`config.mk`:
```
export PLATFORM = sky130hd
export DESIGN_NAME = neuron_mac
export DESIGN_NICKNAME = d
export VERILOG_FILES = /design/src/rtl/neuron_mac.sv
export SDC_FILE = /design/constraint.sdc
export NUM_CORES = 1
export LEC_CHECK = 0
export ABC_AREA = 1
export CAP_MARGIN = 10
export CORE_ASPECT_RATIO = 2
export CORE_MARGIN = 10
export CORE_UTILIZATION = 45
export DETAILED_ROUTE_END_ITERATION = 8
export PLACE_DENSITY = 0.67
export SYNTH_ARGS = -nofsm -noshare
export SYNTH_HDL_FRONTEND = slang
export SYNTH_SLANG_ARGS = --single-unit
export TNS_END_PERCENT = 1
```
`constraint.sdc`:
```
create_clock -name clk -period 6.4 [get_ports clk]
set_input_delay 1.28 -clock clk [delete_from_list [all_inputs] [get_ports clk]]
set_output_delay 1.28 -clock clk [all_outputs]
set_load 0.01 [all_outputs]
```
`src/rtl/neuron_mac.sv`:
```
// ---------------------------------------------------------------------------
// NeuronMac -- single-neuron multiply-accumulate with saturating output.
//
// Accepts N_INPUTS (x, weight) beats over a valid/ready handshake. The bias
// presented on the first beat seeds the accumulator. Each product is the full
// signed x*weight rescaled back to the Q(DATA_W-FRAC_W).FRAC_W input format by
// a flooring arithmetic shift. After the last beat the accumulated sum is
// saturated to DATA_W bits and held on the output handshake until taken.
//
// Optional feature: define NEURON_MAC_RELU_EN to clamp negative results to 0
// (out_sat still reports whether the signed sum was clipped).
//
// Ports:
//   clk        clock, all state updates on the rising edge
//   rst        synchronous active-high reset
//   in_valid   x / weight / bias are valid
//   in_ready   block accepts a beat (high while accumulating)
//   x          signed activation, DATA_W bits
//   weight     signed weight, DATA_W bits
//   bias       signed bias, sampled on the first beat of a neuron only
//   out_valid  result valid
//   out_ready  consumer accepts the result
//   out_data   signed saturated neuron result, DATA_W bits
//   out_sat    out_data was clipped
// ---------------------------------------------------------------------------
module neuron_mac #(
    parameter int DATA_W   = 8,
    parameter int FRAC_W   = 7,
    parameter int N_INPUTS = 4
) (
    input  logic              clk,
    input  logic              rst,
    input  logic              in_valid,
    output logic              in_ready,
    input  logic [DATA_W-1:0] x,
    input  logic [DATA_W-1:0] weight,
    input  logic [DATA_W-1:0] bias,
    output logic              out_valid,
    input  logic              out_ready,
    output logic [DATA_W-1:0] out_data,
    output logic              out_sat
);

    // Accumulator has headroom for N_INPUTS products plus the bias.
    localparam int ACC_W  = DATA_W + 1 + $clog2(N_INPUTS) + 1;
    localparam int CNT_W  = (N_INPUTS > 1) ? $clog2(N_INPUTS) : 1;
    localparam int PROD_W = 2 * DATA_W;
    localparam int WIDE_W = PROD_W + ACC_W;

    localparam logic [CNT_W-1:0] LAST_CNT = CNT_W'(N_INPUTS - 1);

    localparam logic signed [ACC_W-1:0] SAT_MAX =
        {{(ACC_W - DATA_W + 1){1'b0}}, {(DATA_W - 1){1'b1}}};
    localparam logic signed [ACC_W-1:0] SAT_MIN =
        {{(ACC_W - DATA_W + 1){1'b1}}, {(DATA_W - 1){1'b0}}};

    typedef enum logic [0:0] {
        ACC = 1'b0,
        OUT = 1'b1
    } state_t;

    state_t state;
    state_t next_state;

    logic [CNT_W-1:0]        cnt;
    logic signed [ACC_W-1:0] acc;
    logic signed [ACC_W-1:0] prod_ext;
    logic signed [ACC_W-1:0] bias_ext;
    logic [PROD_W-1:0]       x_ext;
    logic [PROD_W-1:0]       w_ext;
    logic [PROD_W-1:0]       prod_full;
    logic signed [WIDE_W-1:0] prod_wide;
    logic                    accept;
    logic                    last_beat;
    logic [DATA_W-1:0]       sat_val;
    logic                    clip;

    // Sign-extending both operands to 2*DATA_W lets a plain unsigned multiply
    // produce the exact signed product in its low 2*DATA_W bits.
    assign x_ext     = {{DATA_W{x[DATA_W-1]}}, x};
    assign w_ext     = {{DATA_W{weight[DATA_W-1]}}, weight};
    assign prod_full = x_ext * w_ext;

    // Widen before the arithmetic shift so the shift floors toward -inf and
    // the truncation to ACC_W keeps the sign.
    assign prod_wide = {{ACC_W{prod_full[PROD_W-1]}}, prod_full};
    assign prod_ext  = ACC_W'(prod_wide >>> FRAC_W);

    // Bias is already in output scale, so it only needs sign extension.
    assign bias_ext  = {{(ACC_W - DATA_W){bias[DATA_W-1]}}, bias};

    assign accept    = in_valid & in_ready;
    assign last_beat = (cnt == LAST_CNT);

    // State register for the accumulate / present-result handshake FSM.
    always_ff @(posedge clk) begin
        if (rst) begin
            state <= ACC;
        end else begin
            state <= next_state;
        end
    end

    // Next-state and handshake outputs. The input side is closed while a
    // result is pending, which is what makes in_valid in OUT harmless.
    always_comb begin
        next_state = state;
        in_ready   = 1'b0;
        out_valid  = 1'b0;
        case (state)
            ACC: begin
                in_ready = 1'b1;
                if (in_valid && last_beat) begin
                    next_state = OUT;
                end
            end
            OUT: begin
                out_valid = 1'b1;
                if (out_ready) begin
                    next_state = ACC;
                end
            end
            default: begin
                next_state = ACC;
            end
        endcase
    end

    // Beat counter and accumulator. The first beat reloads rather than adds,
    // so a discarded or transferred result never leaks into the next neuron.
    always_ff @(posedge clk) begin
        if (rst) begin
            cnt <= '0;
            acc <= '0;
        end else if (accept) begin
            if (cnt == '0) begin
                acc <= bias_ext + prod_ext;
            end else begin
                acc <= acc + prod_ext;
            end
            if (last_beat) begin
                cnt <= '0;
            end else begin
                cnt <= cnt + 1'b1;
            end
        end
    end

    // Saturate the accumulator to DATA_W. acc is frozen while in OUT, so the
    // outputs stay stable until the consumer takes them.
    always_comb begin
        sat_val = acc[DATA_W-1:0];
        clip    = 1'b0;
        if (acc > SAT_MAX) begin
            sat_val = {1'b0, {(DATA_W - 1){1'b1}}};
            clip    = 1'b1;
        end else if (acc < SAT_MIN) begin
            sat_val = {1'b1, {(DATA_W - 1){1'b0}}};
            clip    = 1'b1;
        end
    end

    // Output stage: optional ReLU clamps negative results to zero while the
    // clip flag keeps reporting the signed saturation.
    always_comb begin
        out_sat  = clip;
`ifdef NEURON_MAC_RELU_EN
        out_data = sat_val;
        if (sat_val[DATA_W-1]) begin
            out_data = '0;
        end
`else
        out_data = sat_val;
`endif
    end

endmodule
```
==> results.rst, run 1 <==
.. list-table::
   :header-rows: 1

   * - Metric
     - Value
   * - # H-tree levels
     - 1
   * - Worst min path class
     - register to register
   * - Overall die height
     - 159.9 um
   * - Period utilisation layout
     - 0.9680
   * - Chip Width
     - 89.93 um
   * - Clock buffer count from CTS
     - 3
   * - NumNets Final
     - 900
   * - Sum of overflow across all layers after global routing
     - 0
   * - Area growth, synth to finish
     - 37.11%
   * - Leading cell type in the layout, fill and taps excluded
     - sky130_fd_sc_hd__inv_1
   * - Clock period minus final worst setup slack
     - 6195 ps
   * - Slew @ Worst Pin
     - 1068 ps
   * - Initial antenna violation count
     - 0
   * - Maximum root-to-sink buffer count
     - 2
   * - Final setup TNS
     - 0 ps
   * - Endpoint type of the worst setup path
     - register
   * - Clock input transition at the sequential cells of the worst setup and hold paths
     - 50 ps
   * - CTS tree
     - yes
   * - Area of the mapped netlist
     - 4400 um^2
   * - Fill cells
     - 849
   * - Run status
     - completed
   * - Most used cells in the layout excluding fill and tap cells
     - 166 x sky130_fd_sc_hd__inv_1, 143 x sky130_fd_sc_hd__nand2_1, 89 x sky130_fd_sc_hd__buf_4
   * - Cell area after layout
     - 6033 um^2
   * - Number of unique standard cell types used by synthesis
     - 36
   * - Final Worst Setup Slack
     - 205.1 ps
   * - Hold violation count in the final report
     - 0
   * - Drt wl/cell
     - 14.14 um
   * - Register area share after synthesis
     - 0.06824
   * - Final-report setup violation count
     - 0
   * - Hold-fix buffers at CTS
     - 0
   * - Maximum number of pins on one net before global-route repair
     - 15
   * - Post-layout instance count excluding filler cells
     - 898
   * - Core Rows
     - 51
   * - Effective utilization at floorplan
     - 0.4567
   * - Critical Path Start Type
     - input port
   * - Max Slew Vio Count
     - 0
   * - Met2 GRT Util
     - 0.3695
   * - # port buffers
     - 38
   * - GR peak layer
     - met2
   * - Overall fraction of global-route tracks in use
     - 0.1710
   * - Via count of the first global-routing pass
     - 4821
   * - Net Count, Synth
     - 780
   * - Antenna diode count
     - 0
   * - Io pins
     - 39
   * - Routability congestion estimate
     - 0.9461
   * - Number of instances in the synthesized netlist
     - 647
   * - Fin Clk Skew
     - 4.106 ps
   * - Total wire length
     - 12.70 mm
   * - Area of the die
     - 14370 um^2
   * - Via count
     - 4422
   * - Flop and latch count out of synthesis
     - 15
   * - HPWL reported at the end of detailed placement
     - 10.65 mm
   * - Critical path type
     - input port to register
   * - Clk Latency, worst-skew pair
     - 260 ps
   * - Buffer type at the clock tree root
     - sky130_fd_sc_hd__clkbuf_16
   * - DR vias/cell
     - 4.924
   * - Number of search-and-repair iterations in the first detailed-routing pass
     - 4
   * - Wire length of the first global-routing pass
     - 20.95 mm
   * - Placement-stage cell area
     - 5497 um^2
   * - MaxCap Viol Count
     - 0
   * - Crit path DAT
     - 6350 ps
   * - Met1 layer usage reported by global route
     - 0.1507
   * - Synthesized area divided by synthesized cell count
     - 6.801 um^2
   * - Met3 capacity usage during global routing
     - 0.01033
   * - Clock tree sinks
     - 15
   * - Normalized max-slew margin
     - 0.2821
   * - DRC marker count from the first detailed-route iteration
     - 128
   * - Yosys warning count
     - 0
   * - Biggest fanout along the worst timing path
     - 5
   * - Setup Slack @ Placement
     - -648.6 ps
   * - Cell total after placement
     - 883
   * - Data required time of the critical path
     - 6550 ps
   * - Drc violations
     - 0
   * - Ratio of cells with drive above 1 in the final layout
     - 0.2689
   * - Area of the core region
     - 9635 um^2
   * - Worst reg2reg setup slack
     - 4500 ps
   * - Final antenna-violating net count
     - 0
   * - Fmax
     - 161.4 MHz
-- repair_timing --
| item | in CTS | in global routing |
|---|---|---|
| resized for setup | 41 | 75 |
| pin swaps | 19 | 31 |
| setup endpoints to repair | 8 | 9 |
| buffers inserted | 7 | 4 |
-- cells by family after synthesis --
family | after synthesis | synth area share
AO/OA/AOI/OAI | 80 | 0.1103
adder cells (fa/ha/maj) | 105 | 0.3924
XOR/XNOR | 12 | 0.02388
buffers and inverters | 196 | 0.1683
AND/OR/NAND/NOR | 239 | 0.2369
flip-flops | 15 | 0.06824
-- synth_stat cells, drive strengths merged --
cell type  number  area share
clkinv          2      0.0017
or2             2      0.0028
fa             55        0.25
nand3b          1      0.0017
a31oi           2      0.0028
clkbuf         14       0.012
o21a            1      0.0017
nor2           34       0.031
a221oi          1      0.0020
o211ai          7       0.015
o22ai           1      0.0014
inv           178        0.15
xor2            8       0.016
buf             2      0.0028
o21ai          20       0.023
o21bai          4      0.0068
nand2b          1      0.0014
ha             50        0.14
xnor2           4      0.0080
o41ai           1      0.0037
nand3          34       0.048
a21oi          42       0.052
nand2         162        0.15
nor3            3      0.0045
nand4           2      0.0028
dfxtp          15       0.068
o31ai           1      0.0017
-- critical path: stages --
cell                              delay [ps]
sky130_fd_sc_hd__clkdlybuf4s15_1         300
sky130_fd_sc_hd__buf_4                   190
sky130_fd_sc_hd__nand2_1                  80
sky130_fd_sc_hd__fa_1                    410
sky130_fd_sc_hd__inv_1                    90
sky130_fd_sc_hd__fa_1                    390
sky130_fd_sc_hd__inv_1                    80
sky130_fd_sc_hd__fa_1                    430
sky130_fd_sc_hd__fa_1                    540
sky130_fd_sc_hd__inv_1                    40
sky130_fd_sc_hd__ha_1                    350
sky130_fd_sc_hd__nand2_2                  80
sky130_fd_sc_hd__buf_4                   140
sky130_fd_sc_hd__nor2_4                  120
sky130_fd_sc_hd__a21oi_2                  80
sky130_fd_sc_hd__o21bai_1                220
sky130_fd_sc_hd__xor2_1                  280
sky130_fd_sc_hd__ha_1                    350
sky130_fd_sc_hd__a21oi_2                 200
sky130_fd_sc_hd__o21ai_2                  80
sky130_fd_sc_hd__buf_4                   140
sky130_fd_sc_hd__nand2_1                  90
sky130_fd_sc_hd__nand4_1                 100
sky130_fd_sc_hd__nand3_1                 100
sky130_fd_sc_hd__nand2_1                  80
sky130_fd_sc_hd__o211ai_2                 70
sky130_fd_sc_hd__inv_2                    30
-- final timing paths --
path,endpoint,startpoint,depth (start not counted)
max,acc[10]$_SDFFE_PP0P_,x[2],27
min,cnt[1]$_SDFFE_PP0P_,cnt[1]$_SDFFE_PP0P_,2
max reg2reg,acc[11]$_SDFFE_PP0P_,cnt[0]$_SDFFE_PP0P_,7
min reg2reg,cnt[1]$_SDFFE_PP0P_,cnt[1]$_SDFFE_PP0P_,2
-- metrics by stage --
step                      utilization  hold WS, ps
after floorplan                     -        453.0
after global placement         0.5704        465.2
after detailed placement       0.5704        480.7
after CTS                      0.5994        488.1
after global routing           0.6262        522.2
final                          0.6262        485.0
-- state kept, by name, summed over array words and instances, names as in the netlist --
| register | cells |
|---|---|
| acc | 12 |
| cnt | 2 |
| state | 1 |
-- area by class of cell --
| cell class | instances | area (um^2) | share of cell area |
|---|---|---|---|
| inverters | 180 | 675.6 | 0.1120 |
| repair buffers | 131 | 1054 | 0.1746 |
| flip-flops and latches | 15 | 300.3 | 0.04977 |
| multi-input cells | 436 | 3759 | 0.6230 |
| well taps | 132 | 165.2 | 0.02737 |
| clock buffers | 3 | 75.07 | 0.01244 |
| clock inverters | 1 | 5.005 | 0.0008295 |
-- layer usage --
layer  routed length, um  vias up
met5                   0        -
met4                 456        0
met3                 232       37
met2                7866       91
met1                4141     2108
li1                    -     2186
Power of run 1 is not shown: default switching activity piles up to over one toggle a cycle in this logic, so the estimate is an artifact.
==> run 2, diff against run 1 <==
--- a/config.mk
+++ b/config.mk
@@ -11,6 +11,7 @@
 export CORE_MARGIN = 10
 export CORE_UTILIZATION = 45
 export DETAILED_ROUTE_END_ITERATION = 8
+export MAX_ROUTING_LAYER = met4
 export PLACE_DENSITY = 0.67
 export SYNTH_ARGS = -nofsm -noshare
 export SYNTH_HDL_FRONTEND = slang
==> constraint.sdc (replaced) <==
create_clock -name clk -period 5.6 [get_ports clk]
set_input_delay 1.12 -clock clk [delete_from_list [all_inputs] [get_ports clk]]
set_output_delay 1.12 -clock clk [all_outputs]
set_load 0.01 [all_outputs]
==> run 2 against run 1 <==
The flow now finishes with violations (negative setup slack). Utilization up 3.9 points. Via count up 1.4%. Global-route usage up 1.2 points. Clock skew down 1.5 ps. Critical path depth up 1. Design area up 6.3%. Routed wire length up 0.78%. Clock-buffer cell count unchanged. Hold slack better by 9.9 ps. Die area unchanged. Flip-flop and latch count unchanged.
==> results.rst, run 2 (synthesis gave the netlist of run 1 again) <==
.. list-table::
   :header-rows: 1

   * - Metric
     - Value
   * - # H-tree levels
     - 1 (unchanged)
   * - Initial antenna violation count
     - 0 (unchanged)
   * - MaxCap Viol Count
     - 0 (unchanged)
   * - Data required time of the critical path
     - 5760 ps (-790 ps)
   * - Capturing point of the worst reg2reg path
     - acc[11]$_SDFFE_PP0P_
   * - Placement-stage cell area
     - 5669 um^2 (+3.1%)
   * - Drt wl/cell
     - 14.20 um (+0.44%)
   * - Wire length of the first global-routing pass
     - 21.83 mm (+4.2%)
   * - # port buffers
     - 38 (unchanged)
   * - Run status
     - complete, but fails checks
   * - Max Slew Vio Count
     - 0 (unchanged)
   * - DR vias/cell
     - 4.978 (+1.1%)
   * - Area of the core region
     - 9635 um^2 (unchanged)
   * - Number of search-and-repair iterations in the first detailed-routing pass
     - 5 (+1)
   * - Worst hold slack
     - 494.9 ps (+9.868 ps)
   * - Crit path DAT
     - 5930 ps (-420 ps)
   * - Register with the most flip-flops
     - acc
   * - Fin Clk Skew
     - 2.579 ps (-1.528 ps)
   * - CTS tree
     - yes
   * - Maximum root-to-sink buffer count
     - 2 (unchanged)
   * - Sum of overflow across all layers after global routing
     - 0 (unchanged)
   * - Buffer type at the clock tree root
     - sky130_fd_sc_hd__clkbuf_16
   * - Effective utilization at floorplan
     - 0.4567 (unchanged)
   * - Maximum number of pins on one net before global-route repair
     - 15 (unchanged)
   * - Cell area after layout
     - 6411 um^2 (+6.3%)
   * - Via count
     - 4485 (+1.4%)
   * - Final-report setup violation count
     - 7 (+7)
   * - Startpoint of the most critical setup path
     - x[5]
   * - Critical Path Start Type
     - input port
   * - Hold Path Origin
     - cnt[1]$_SDFFE_PP0P_
   * - Share of the core filled with cells
     - 0.6654 (+0.03922)
   * - Violated checks
     - negative setup slack
   * - Antenna diode count
     - 0 (unchanged)
   * - Reg2reg start
     - cnt[0]$_SDFFE_PP0P_
   * - Number of flip-flops in the largest register
     - 12 (unchanged)
   * - DRC marker count from the first detailed-route iteration
     - 164 (+28%)
   * - Most used cells in the layout excluding fill and tap cells
     - 148 x sky130_fd_sc_hd__inv_1, 125 x sky130_fd_sc_hd__nand2_1, 95 x sky130_fd_sc_hd__buf_4
   * - Chip Width
     - 89.93 um (unchanged)
   * - Area of the die
     - 14370 um^2 (unchanged)
   * - Area growth, synth to finish
     - 45.69%
   * - Drc violations
     - 0 (unchanged)
   * - Final Worst Setup Slack
     - -172.5 ps (-377.6 ps)
   * - Ratio of cells with drive above 1 in the final layout
     - 0.3498 (+0.08088)
   * - Clock tree sinks
     - 15 (unchanged)
   * - HPWL reported at the end of detailed placement
     - 10.43 mm (-2.1%)
   * - Io pins
     - 39 (unchanged)
   * - Largest registers
     - acc x12, cnt x2, state x1
   * - Core Rows
     - 51 (unchanged)
   * - Crit path to
     - acc[9]$_SDFFE_PP0P_
   * - Setup Slack @ Placement
     - -1109 ps (-460.2 ps)
   * - NumNets Final
     - 903 (+0.33%)
   * - Clock input transition at the sequential cells of the worst setup and hold paths
     - 50 ps (about the same)
   * - Total wire length
     - 12.80 mm (+0.78%)
   * - Clock buffer count from CTS
     - 3 (unchanged)
   * - Fmax
     - 173.2 MHz
   * - Period utilisation layout
     - 1.031
   * - Normalized max-slew margin
     - 0.2283 (-0.05375)
   * - Slew @ Worst Pin
     - 1148 ps (+79.95 ps)
   * - Biggest fanout along the worst timing path
     - 6 (+1)
   * - Setup repair after global routing missed its margin
     - yes
   * - Leading cell type in the layout, fill and taps excluded
     - sky130_fd_sc_hd__inv_1
   * - Worst reg2reg setup slack
     - 3780 ps (-720 ps)
   * - Worst min path class
     - register to register
   * - Overall fraction of global-route tracks in use
     - 0.1832 (+0.01217)
   * - Overall die height
     - 159.9 um (unchanged)
   * - Clk Latency, worst-skew pair
     - 260 ps (about the same)
   * - Clock period minus final worst setup slack
     - 5773 ps
   * - Final antenna-violating net count
     - 0 (unchanged)
   * - Via count of the first global-routing pass
     - 4981 (+3.3%)
   * - Critical path type
     - input port to register
   * - Routability congestion estimate
     - 0.9670 (+2.2%)
   * - Fill cells
     - 805 (-5.2%)
   * - Endpoint type of the worst setup path
     - register
   * - Hold violation count in the final report
     - 0 (unchanged)
   * - Worst R2R Path Depth
     - 7 (unchanged)
==> run 2: cell types whose count changed in the layout (fill, tap and decap cells not counted), sizes merged <==
cell and delta:
dlymetal6s2s -4, inv +1, clkbuf -10, clkinv -1, clkdlybuf4s15 -1, buf +18
==> run 2: worst max-delay path, stage by stage <==
cell and delay [ps]:
sky130_fd_sc_hd__buf_12 90, sky130_fd_sc_hd__nand2_4 40, sky130_fd_sc_hd__fa_1 540, sky130_fd_sc_hd__inv_2 40, sky130_fd_sc_hd__fa_1 500, sky130_fd_sc_hd__fa_1 520, sky130_fd_sc_hd__inv_2 40, sky130_fd_sc_hd__fa_1 550
sky130_fd_sc_hd__inv_2 50, sky130_fd_sc_hd__ha_4 250, sky130_fd_sc_hd__nand2_2 70, sky130_fd_sc_hd__nand2_2 70, sky130_fd_sc_hd__o21bai_4 180, sky130_fd_sc_hd__a21oi_2 140, sky130_fd_sc_hd__o21bai_1 110, sky130_fd_sc_hd__xor2_1 200
sky130_fd_sc_hd__ha_1 400, sky130_fd_sc_hd__nand2_2 110, sky130_fd_sc_hd__nor3_2 120, sky130_fd_sc_hd__nand2_1 90, sky130_fd_sc_hd__o211ai_2 90, sky130_fd_sc_hd__nand2_2 70, sky130_fd_sc_hd__nand2_1 70, sky130_fd_sc_hd__nand2_1 60
sky130_fd_sc_hd__a21oi_2 180, sky130_fd_sc_hd__nand2_1 100, sky130_fd_sc_hd__o211ai_2 70, sky130_fd_sc_hd__inv_2 40
==> run 2: per-stage QoR <==
stage	cells	setup TNS, ps
final	901	-1011
after global routing	901	-2973
after CTS	895	-580.6
after detailed placement	885	-10260
after global placement	885	-9733
after floorplan	647	-471.4
==> run 2: layout make-up <==
cell class | instances | area (um^2) | area share
Clock buffer | 3 | 75.07 | 0.01171
Clock inverter | 1 | 5.005 | 0.0007806
Inverter | 180 | 683.2 | 0.1066
Multi-Input combinational cell | 436 | 4035 | 0.6294
Sequential cell | 15 | 300.3 | 0.04684
Tap cell | 132 | 165.2 | 0.02576
Timing Repair Buffer | 134 | 1147 | 0.1790
==> run 2: worst min path at each step <==
stage,end,slack (ps),cells after the start
after CTS,cnt[1]$_SDFFE_PP0P_,500,2
after global placement,cnt[1]$_SDFFE_PP0P_,460,2
after detailed placement,cnt[1]$_SDFFE_PP0P_,490,2
final,cnt[1]$_SDFFE_PP0P_,490,2
after floorplan,cnt[1]$_SDFFE_PP0P_,450,2
after global routing,cnt[1]$_SDFFE_PP0P_,520,2
==> run 2: repair_timing <==
action / 4_1_cts / 5_1_grt
resized for setup: 173 / 47
hold buffers: 0 / 0
buffers inserted: 6 / 6
pin swaps: 77 / 50
endpoints found under the setup margin: 11 / 9
==> run 2: layer usage <==
metal	track usage	part of all wire	vias up
met5	-	0	-
met4	0.09461	0.045	0
met3	0.01221	0.018	42
met2	0.3675	0.60	104
met1	0.1636	0.34	2153
li1	-	-	2186
Power of run 2 is left out for the same reason.
